===== config.mk =====
export PLATFORM = sky130hd
export DESIGN_NAME = mmio_responder_flat
export DESIGN_NICKNAME = d
export VERILOG_FILES = /design/src/rtl/arch_defs_pkg.sv /design/src/rtl/mmio_responder_if.sv /design/src/rtl/sync_fifo.sv /design/src/rtl/mmio_responder.sv /design/src/flat_wrapper.sv
export SDC_FILE = /design/constraint.sdc
export NUM_CORES = 1
export LEC_CHECK = 0
export BUFFER_PORTS_ARGS = -buffer_cell sky130_fd_sc_hd__buf_2
export CAP_MARGIN = 25
export CORE_ASPECT_RATIO = 0.75
export CORE_MARGIN = 2
export CORE_UTILIZATION = 59
export CTS_CLUSTER_DIAMETER = 80
export DETAILED_ROUTE_END_ITERATION = 10
export PLACE_DENSITY_LB_ADDON = 0.15
export SYNTH_ARGS = -nofsm -noshare
export SYNTH_HDL_FRONTEND = slang
export SYNTH_SLANG_ARGS = --single-unit

===== constraint.sdc =====
create_clock -name clk -period 3.2 [get_ports clk]
set_clock_uncertainty 0.15 [all_clocks]
set_input_delay 0.64 -clock clk [delete_from_list [all_inputs] [get_ports clk]]
set_output_delay 0.64 -clock clk [all_outputs]
set_load 0.05 [all_outputs]

===== src/rtl/arch_defs_pkg.sv =====
// Shared definitions for the MMIO window: the default base address,
// the register offsets, the STATUS/CTRL bit positions and the timer states.
package arch_defs_pkg;

    localparam logic [15:0] MMIO_BASE_DEFAULT = 16'hFF00;

    typedef enum logic [3:0] {
        REG_OUT_PORT = 4'h0,
        REG_STATUS   = 4'h1,
        REG_RX_DATA  = 4'h2,
        REG_RELOAD   = 4'h3,
        REG_CTRL     = 4'h4,
        REG_COUNT    = 4'h5
    } mmio_reg_e;

    localparam int STATUS_RX_NOT_EMPTY = 0;
    localparam int STATUS_RX_FULL      = 1;
    localparam int STATUS_RX_OVERFLOW  = 2;
    localparam int STATUS_TIMER_FLAG   = 3;

    localparam int CTRL_ENABLE      = 0;
    localparam int CTRL_AUTO_RELOAD = 1;

    typedef enum logic {
        T_IDLE = 1'b0,
        T_RUN  = 1'b1
    } timer_state_e;

endpackage


===== src/rtl/mmio_responder_if.sv =====
// CPU memory-bus signals seen by the MMIO responder; the CPU side is the
// master, the responder is the slave.
interface mmio_responder_if #(
    parameter int ADDR_WIDTH = 16,
    parameter int DATA_WIDTH = 8
);
    logic [ADDR_WIDTH-1:0] cpu_addr;
    logic                  cpu_read;
    logic                  cpu_write;
    logic [DATA_WIDTH-1:0] cpu_wdata;
    logic [DATA_WIDTH-1:0] rdata;
    logic                  sel;

    modport master (
        output cpu_addr, cpu_read, cpu_write, cpu_wdata,
        input  rdata, sel
    );

    modport slave (
        input  cpu_addr, cpu_read, cpu_write, cpu_wdata,
        output rdata, sel
    );
endinterface


===== src/rtl/sync_fifo.sv =====
// Single-clock FIFO with a combinational head. Pushes when full and pops
// when empty are ignored, so callers may present raw requests.
module sync_fifo #(
    parameter int WIDTH = 8,
    parameter int DEPTH = 8
) (
    input  logic             clk,
    input  logic             reset,
    input  logic             push,
    input  logic             pop,
    input  logic [WIDTH-1:0] din,
    output logic [WIDTH-1:0] head,
    output logic             full,
    output logic             empty
);
    localparam int AW = $clog2(DEPTH);

    logic [WIDTH-1:0] mem [DEPTH];
    logic [AW-1:0]    wr_ptr;
    logic [AW-1:0]    rd_ptr;
    logic [AW:0]      count;
    logic             do_push;
    logic             do_pop;

    assign do_push = push && !full;
    assign do_pop  = pop && !empty;

    // NOTE: the storage array is deliberately left out of reset; validity is
    // carried entirely by the pointers and the occupancy count.
    always_ff @(posedge clk) begin
        if (do_push) mem[wr_ptr] <= din;
    end

    always_ff @(posedge clk or posedge reset) begin
        if (reset) begin
            wr_ptr <= '0;
            rd_ptr <= '0;
            count  <= '0;
        end else begin
            if (do_push) wr_ptr <= wr_ptr + AW'(1);
            if (do_pop)  rd_ptr <= rd_ptr + AW'(1);
            case ({do_push, do_pop})
                2'b10:   count <= count + (AW+1)'(1);
                2'b01:   count <= count - (AW+1)'(1);
                default: count <= count;
            endcase
        end
    end

    assign full  = (count == (AW+1)'(DEPTH));
    assign empty = (count == '0);
    assign head  = mem[rd_ptr];
endmodule


===== src/rtl/mmio_responder.sv =====
// MMIO responder: address decode, output port, RX FIFO with sticky overflow,
// and a prescaled down-timer whose run/idle state is the CTRL.enable bit.
module mmio_responder
    import arch_defs_pkg::*;
#(
    parameter int                    ADDR_WIDTH = 16,
    parameter logic [ADDR_WIDTH-1:0] MMIO_BASE  = ADDR_WIDTH'(MMIO_BASE_DEFAULT),
    parameter int                    RX_DEPTH   = 8,
    parameter int                    PRESCALE   = 1000
) (
    input  logic             clk,
    input  logic             reset,
    mmio_responder_if.slave  bus,
    input  logic [7:0]       rx_data,
    input  logic             rx_valid,
    output logic             rx_ready,
    output logic [7:0]       port_out,
    output logic             timer_flag
);
    localparam int PW = (PRESCALE > 1) ? $clog2(PRESCALE) : 1;

    mmio_reg_e    offset;
    logic         wr_en;
    logic         rd_en;
    logic [7:0]   port_out_q;
    logic [7:0]   reload_q;
    logic         auto_reload_q;
    logic         overflow_q;
    logic         flag_q;
    logic         overflow_d;
    logic         flag_d;
    timer_state_e state_q;
    timer_state_e state_d;
    logic [7:0]   count_q;
    logic [7:0]   count_d;
    logic [PW-1:0] presc_q;
    logic [PW-1:0] presc_d;
    logic         tick;
    logic         flag_set;
    logic         status_w1c;
    logic         fifo_pop;
    logic [7:0]   fifo_head;
    logic         fifo_full;
    logic         fifo_empty;

    assign bus.sel = (bus.cpu_addr[ADDR_WIDTH-1:4] == MMIO_BASE[ADDR_WIDTH-1:4]);
    assign offset  = mmio_reg_e'(bus.cpu_addr[3:0]);
    // A simultaneous write wins: the read still returns data but has no side effect.
    assign wr_en   = bus.sel && bus.cpu_write;
    assign rd_en   = bus.sel && bus.cpu_read && !bus.cpu_write;

    assign fifo_pop   = rd_en && (offset == REG_RX_DATA);
    assign status_w1c = wr_en && (offset == REG_STATUS);

    sync_fifo #(.WIDTH(8), .DEPTH(RX_DEPTH)) u_rx_fifo (
        .clk   (clk),
        .reset (reset),
        .push  (rx_valid),
        .pop   (fifo_pop),
        .din   (rx_data),
        .head  (fifo_head),
        .full  (fifo_full),
        .empty (fifo_empty)
    );

    assign tick = (state_q == T_RUN) && (presc_q == PW'(PRESCALE - 1));

    // NOTE: every signal written here gets a default first so no latch is inferred.
    always_comb begin
        state_d  = state_q;
        count_d  = count_q;
        presc_d  = '0;
        flag_set = 1'b0;
        if (state_q == T_RUN) begin
            presc_d = tick ? '0 : presc_q + PW'(1);
            if (tick) begin
                if (count_q != 8'h00) begin
                    count_d = count_q - 8'h01;
                end else begin
                    flag_set = 1'b1;
                    if (auto_reload_q) count_d = reload_q;
                    else               state_d = T_IDLE;
                end
            end
        end
        // Register writes override whatever the tick decided this cycle.
        if (wr_en && offset == REG_RELOAD) begin
            count_d = bus.cpu_wdata;
            presc_d = '0;
        end
        if (wr_en && offset == REG_CTRL)
            state_d = bus.cpu_wdata[CTRL_ENABLE] ? T_RUN : T_IDLE;
        if (state_d == T_IDLE) presc_d = '0;

        // Sticky bits: a set event in the same cycle beats the W1C clear.
        overflow_d = (rx_valid && fifo_full) ||
                     (overflow_q && !(status_w1c && bus.cpu_wdata[STATUS_RX_OVERFLOW]));
        flag_d     = flag_set ||
                     (flag_q && !(status_w1c && bus.cpu_wdata[STATUS_TIMER_FLAG]));
    end

    always_ff @(posedge clk or posedge reset) begin
        if (reset) begin
            state_q <= T_IDLE;
            count_q <= '0;
            presc_q <= '0;
        end else begin
            state_q <= state_d;
            count_q <= count_d;
            presc_q <= presc_d;
        end
    end

    always_ff @(posedge clk or posedge reset) begin
        if (reset) begin
            port_out_q    <= '0;
            reload_q      <= '0;
            auto_reload_q <= 1'b0;
            overflow_q    <= 1'b0;
            flag_q        <= 1'b0;
        end else begin
            if (wr_en && offset == REG_OUT_PORT) port_out_q <= bus.cpu_wdata;
            if (wr_en && offset == REG_RELOAD)   reload_q   <= bus.cpu_wdata;
            if (wr_en && offset == REG_CTRL)     auto_reload_q <= bus.cpu_wdata[CTRL_AUTO_RELOAD];
            overflow_q <= overflow_d;
            flag_q     <= flag_d;
        end
    end

    always_comb begin
        bus.rdata = '0;
        if (bus.sel) begin
            case (offset)
                REG_OUT_PORT: bus.rdata = port_out_q;
                REG_STATUS:   bus.rdata = {4'b0000, flag_q, overflow_q, fifo_full, !fifo_empty};
                REG_RX_DATA:  bus.rdata = fifo_empty ? 8'h00 : fifo_head;
                REG_RELOAD:   bus.rdata = reload_q;
                REG_CTRL:     bus.rdata = {6'b000000, auto_reload_q, state_q == T_RUN};
                REG_COUNT:    bus.rdata = count_q;
                default:      bus.rdata = '0;
            endcase
        end
    end

    assign rx_ready   = !fifo_full;
    assign port_out   = port_out_q;
    assign timer_flag = flag_q;
endmodule


===== src/flat_wrapper.sv =====
// flat-port wrapper written by rule: the top's interface ports become plain ports
module mmio_responder_flat import arch_defs_pkg::*;
#(
    parameter int                    ADDR_WIDTH = 16,
    parameter logic [ADDR_WIDTH-1:0] MMIO_BASE  = ADDR_WIDTH'(MMIO_BASE_DEFAULT),
    parameter int                    RX_DEPTH   = 8,
    parameter int                    PRESCALE   = 1000
)
  (clk, reset, rx_data, rx_valid, rx_ready, port_out, timer_flag, bus_cpu_addr, bus_cpu_read, bus_cpu_write, bus_cpu_wdata, bus_rdata, bus_sel);
  mmio_responder_if #(.ADDR_WIDTH(ADDR_WIDTH)) bus_i ();
  input  logic clk;
  input  logic reset;
  input  logic [7:0] rx_data;
  input  logic rx_valid;
  output logic rx_ready;
  output logic [7:0] port_out;
  output logic timer_flag;
  input wire logic [$bits(bus_i.cpu_addr)-1:0] bus_cpu_addr;
  input wire logic [$bits(bus_i.cpu_read)-1:0] bus_cpu_read;
  input wire logic [$bits(bus_i.cpu_write)-1:0] bus_cpu_write;
  input wire logic [$bits(bus_i.cpu_wdata)-1:0] bus_cpu_wdata;
  output wire logic [$bits(bus_i.rdata)-1:0] bus_rdata;
  output wire logic [$bits(bus_i.sel)-1:0] bus_sel;
  assign bus_i.cpu_addr = bus_cpu_addr;
  assign bus_i.cpu_read = bus_cpu_read;
  assign bus_i.cpu_write = bus_cpu_write;
  assign bus_i.cpu_wdata = bus_cpu_wdata;
  assign bus_rdata = bus_i.rdata;
  assign bus_sel = bus_i.sel;
  mmio_responder #(.ADDR_WIDTH(ADDR_WIDTH), .MMIO_BASE(MMIO_BASE), .RX_DEPTH(RX_DEPTH), .PRESCALE(PRESCALE)) u_core (.clk(clk), .reset(reset), .bus(bus_i), .rx_data(rx_data), .rx_valid(rx_valid), .rx_ready(rx_ready), .port_out(port_out), .timer_flag(timer_flag));
endmodule

==> results by group <==
Yosys
  • Ys async rst share: 42.9%
  • Synth top area share: 36.0%
  • Synth top area cells: edfxtp_1 36%, dfrtp_1 23%, mux4_2 5.9%
  • Syn Area/Cell: 12.8 um2
  • Dominant synthesized flop cell: edfxtp_1
  • Syn. warnings: 0
  • Count of different cell masters after synthesis: 62
  • Mapped Cells: 417
  • Count leader, synth: edfxtp_1
  • Syn Nets: 461
  • Most frequent cells after synthesis: 64 x edfxtp_1, 48 x dfrtp_1, 45 x nand2_1, 35 x nor2_1, 17 x a21oi_1
  • Post-Syn Area: 0.00533 mm2
  • Area leader, netlist: edfxtp_1
  • Number of synthesized register bits: 112
  • Sequential share of the synthesized area: 58.6%
  • EDFF count, synth: 64

STA
  • Final Slew Violations: 0
  • Setup Viol. Count Final: 0
  • Slew @ Worst Pin: 911 ps
  • RSZ-0062 raised after global routing: false
  • Final period util: 95.8%
  • Min Tclk post-route: 3060 ps
  • Final WS setup: 135 ps
  • Setup Total Neg Slack: 0 ps
  • Max Freq: 326 MHz
  • Fin. Hold Viols: 0
  • Rel. slew slack: 39.1%

Routing
  • Vias: 3619
  • Final antenna-violating net count: 0
  • Pre-antenna DRT Iters: 5
  • Post-DR wirelength/cell: 19.4 um
  • Detailed router's first-iteration violation count: 309
  • Vias/cell: 6.07
  • Number of remaining DRC errors: 0
  • Total wire length: 11.5 mm

Power and ir drop
  • Combinational share of power: 13.9%
  • Maximum VDD drop: 0.521 mV
  • Pwr Density: 574 mW/mm2
  • Seq pwr share: 52.6%
  • Switching power: 0.903 mW
  • Internal power: 2.66 mW
  • Sw frac: 25.4%
  • P_leak: 2.39 nW
  • Clk pwr share: 33.6%

Clock network
  • H-tree depth: 3
  • CTS Buf Count: 9
  • Max Root-Sink Buffers: 2
  • Setup bufs post-CTS: 0
  • Worst skew pair latency: 340 ps
  • CTS root buf: clkbuf_16
  • Clock tree from TritonCTS: done
  • Clk sink count: 112
  • Post-cts hold buffer count: 0
  • Post-CTS resize count: 0
  • Clock slew at reported path FFs: 70 ps

Die
  • Chip Width: 114 um
  • Ports: 56
  • Die Y: 86.3 um
  • Starting density of the core: 59.9%
  • Die Area: 0.00982 mm2
  • Core area: 0.00890 mm2
  • FP Rows: 30

Hold path
  • Hold WC Path Type: in2async

Global routing
  • First-pass GRT wire length: 18.5 mm
  • Initial antenna violation count: 0
  • Vias in the first global route: 3596
  • Largest net degree at the start of global routing: 49
  • Grt ovf: 0
  • GRT Total Usage: 24.8%

Placed design
  • Setup WS pre-CTS: 162 ps
  • Dpl hpwl: 8.20 mm
  • Final GP Congestion: 0.945
  • I/O Buffers: 55

Final layout
  • FILL cells: 606
  • N_diodes: 0
  • Synthesis-to-layout area growth: 16.4%
  • Nets: 523
  • Layout cells sized above 1: 28.5%

Critical path
  • Worst path required time: 2410 ps
  • Worst setup SP type: input port
  • Worst-path fanout max: 8
  • Crit end category: output pin
  • WP data arrival: 2270 ps
  • Critical path class: in2out

Run status
  • Status: finished clean

Run
  • Total of max-cap violations: 0
[sequential cells by signal (all words and copies together), names as in the netlist]
register and cells:
u_core.timer_flag 1, u_core.u_rx_fifo.wr_ptr 3, u_core.state_q 1, u_core.reload_q 8, u_core.u_rx_fifo.mem 64, u_core.u_rx_fifo.count 4
u_core.auto_reload_q 1, u_core.presc_q 10, u_core.port_out 8, u_core.u_rx_fifo.rd_ptr 3, u_core.overflow_q 1, u_core.count_q 8
[worst paths after layout]
path / start / cells past startpoint / slack, ps / to
worst max register to register: u_core.u_rx_fifo.count[1]$_DFFE_PP0P_ / 10 / 520 / u_core.u_rx_fifo.count[2]$_DFFE_PP0P_
min in group clk: u_core.presc_q[0]$_DFF_PP0_ / 1 / 340 / u_core.presc_q[0]$_DFF_PP0_
max in group asynchronous: reset / 3 / 2430 / u_core.count_q[0]$_DFFE_PP0P_
worst min-delay path: reset / 2 / 10 / u_core.presc_q[9]$_DFF_PP0_
worst max-delay path: bus_cpu_addr[7] / 6 / 140 / bus_rdata[0]
worst min register to register: u_core.presc_q[0]$_DFF_PP0_ / 1 / 340 / u_core.presc_q[0]$_DFF_PP0_
[per-stage QoR]
step | instance area, um2 | std cells | utilization, % | hold WS (ps) | total power, mW
2_1_floorplan | 5430 | 417 | - | 298 | 2.21
3_3_place_gp | 5860 | 579 | 65.9 | 319 | 2.37
3_5_place_dp | 5860 | 579 | 65.9 | 328 | 2.39
5_1_grt | 6200 | 596 | 69.7 | 17.0 | 3.71
4_1_cts | 6180 | 595 | 69.5 | 337 | 3.58
6_report | 6200 | 596 | 69.7 | 14.2 | 3.56
[cell families (layout without fill, tap and decap cells)]
group | Yosys count | count (layout) | share of synthesized area (%)
AND/OR/NAND/NOR | 155 | 155 | 16.1
flip-flops | 112 | 112 | 58.6
buffers and inverters | 29 | 96 | 2.60
adder cells (fa/ha/maj) | 7 | 7 | 1.64
XOR/XNOR | 16 | 16 | 2.63
AO/OA/AOI/OAI | 56 | 56 | 6.85
multiplexers | 42 | 42 | 11.6
[layer usage]
layer	vias up	global-route usage, %	share of wire, %
met3	13	5.80	6.1
li1	1703	-	-
met2	120	37.6	45
met5	-	0	0
met1	1783	36.9	48
met4	0	6.21	1.0
[critical path: stages]
cell	delay [ps]
buf_2	110
nor4bb_1	350
and3_1	340
nand2_2	310
a31oi_4	240
buf_2	280
[area by class of cell]
cell class	instances	area, um2	share of cell area, %
multi-input cells	276	2170	34.9
clock inverters	5	78.8	1.27
flip-flops and latches	112	3120	50.3
inverters	9	33.8	0.544
well taps	112	140	2.26
clock buffers	11	243	3.91
repair buffers	71	420	6.78
[cell usage in the layout, fill, tap and decap left out, types with 3 or more instances in the layout]
cell,n
buf_4,14
a21oi_4,7
nand4_1,4
mux2i_1,8
o21ai_1,4
inv_1,7
nand2b_1,4
clkbuf_16,9
mux2_2,16
nand2_1,44
nor2b_1,4
xnor2_1,9
xor2_1,7
dfrtp_1,48
buf_2,55
a222oi_1,4
or3_1,5
o21ai_0,9
and4b_1,4
nand3_1,8
nand3b_1,5
a31oi_1,3
nor3_1,13
edfxtp_1,64
and3_1,5
nor2_1,35
nor4_1,5
ha_1,7
mux2_1,4
mux4_2,14
a21oi_1,10
[power by group through the flow]
stage | sequential, mW | clock [mW] | combinational [mW]
after floorplan | 1.86 | 0 | 0.350
after global placement | 1.89 | 0 | 0.475
after detailed placement | 1.90 | 0 | 0.493
after CTS | 1.87 | 1.21 | 0.496
after global routing | 1.90 | 1.26 | 0.553
final | 1.87 | 1.20 | 0.494
(Power assumes the default switching activity.)
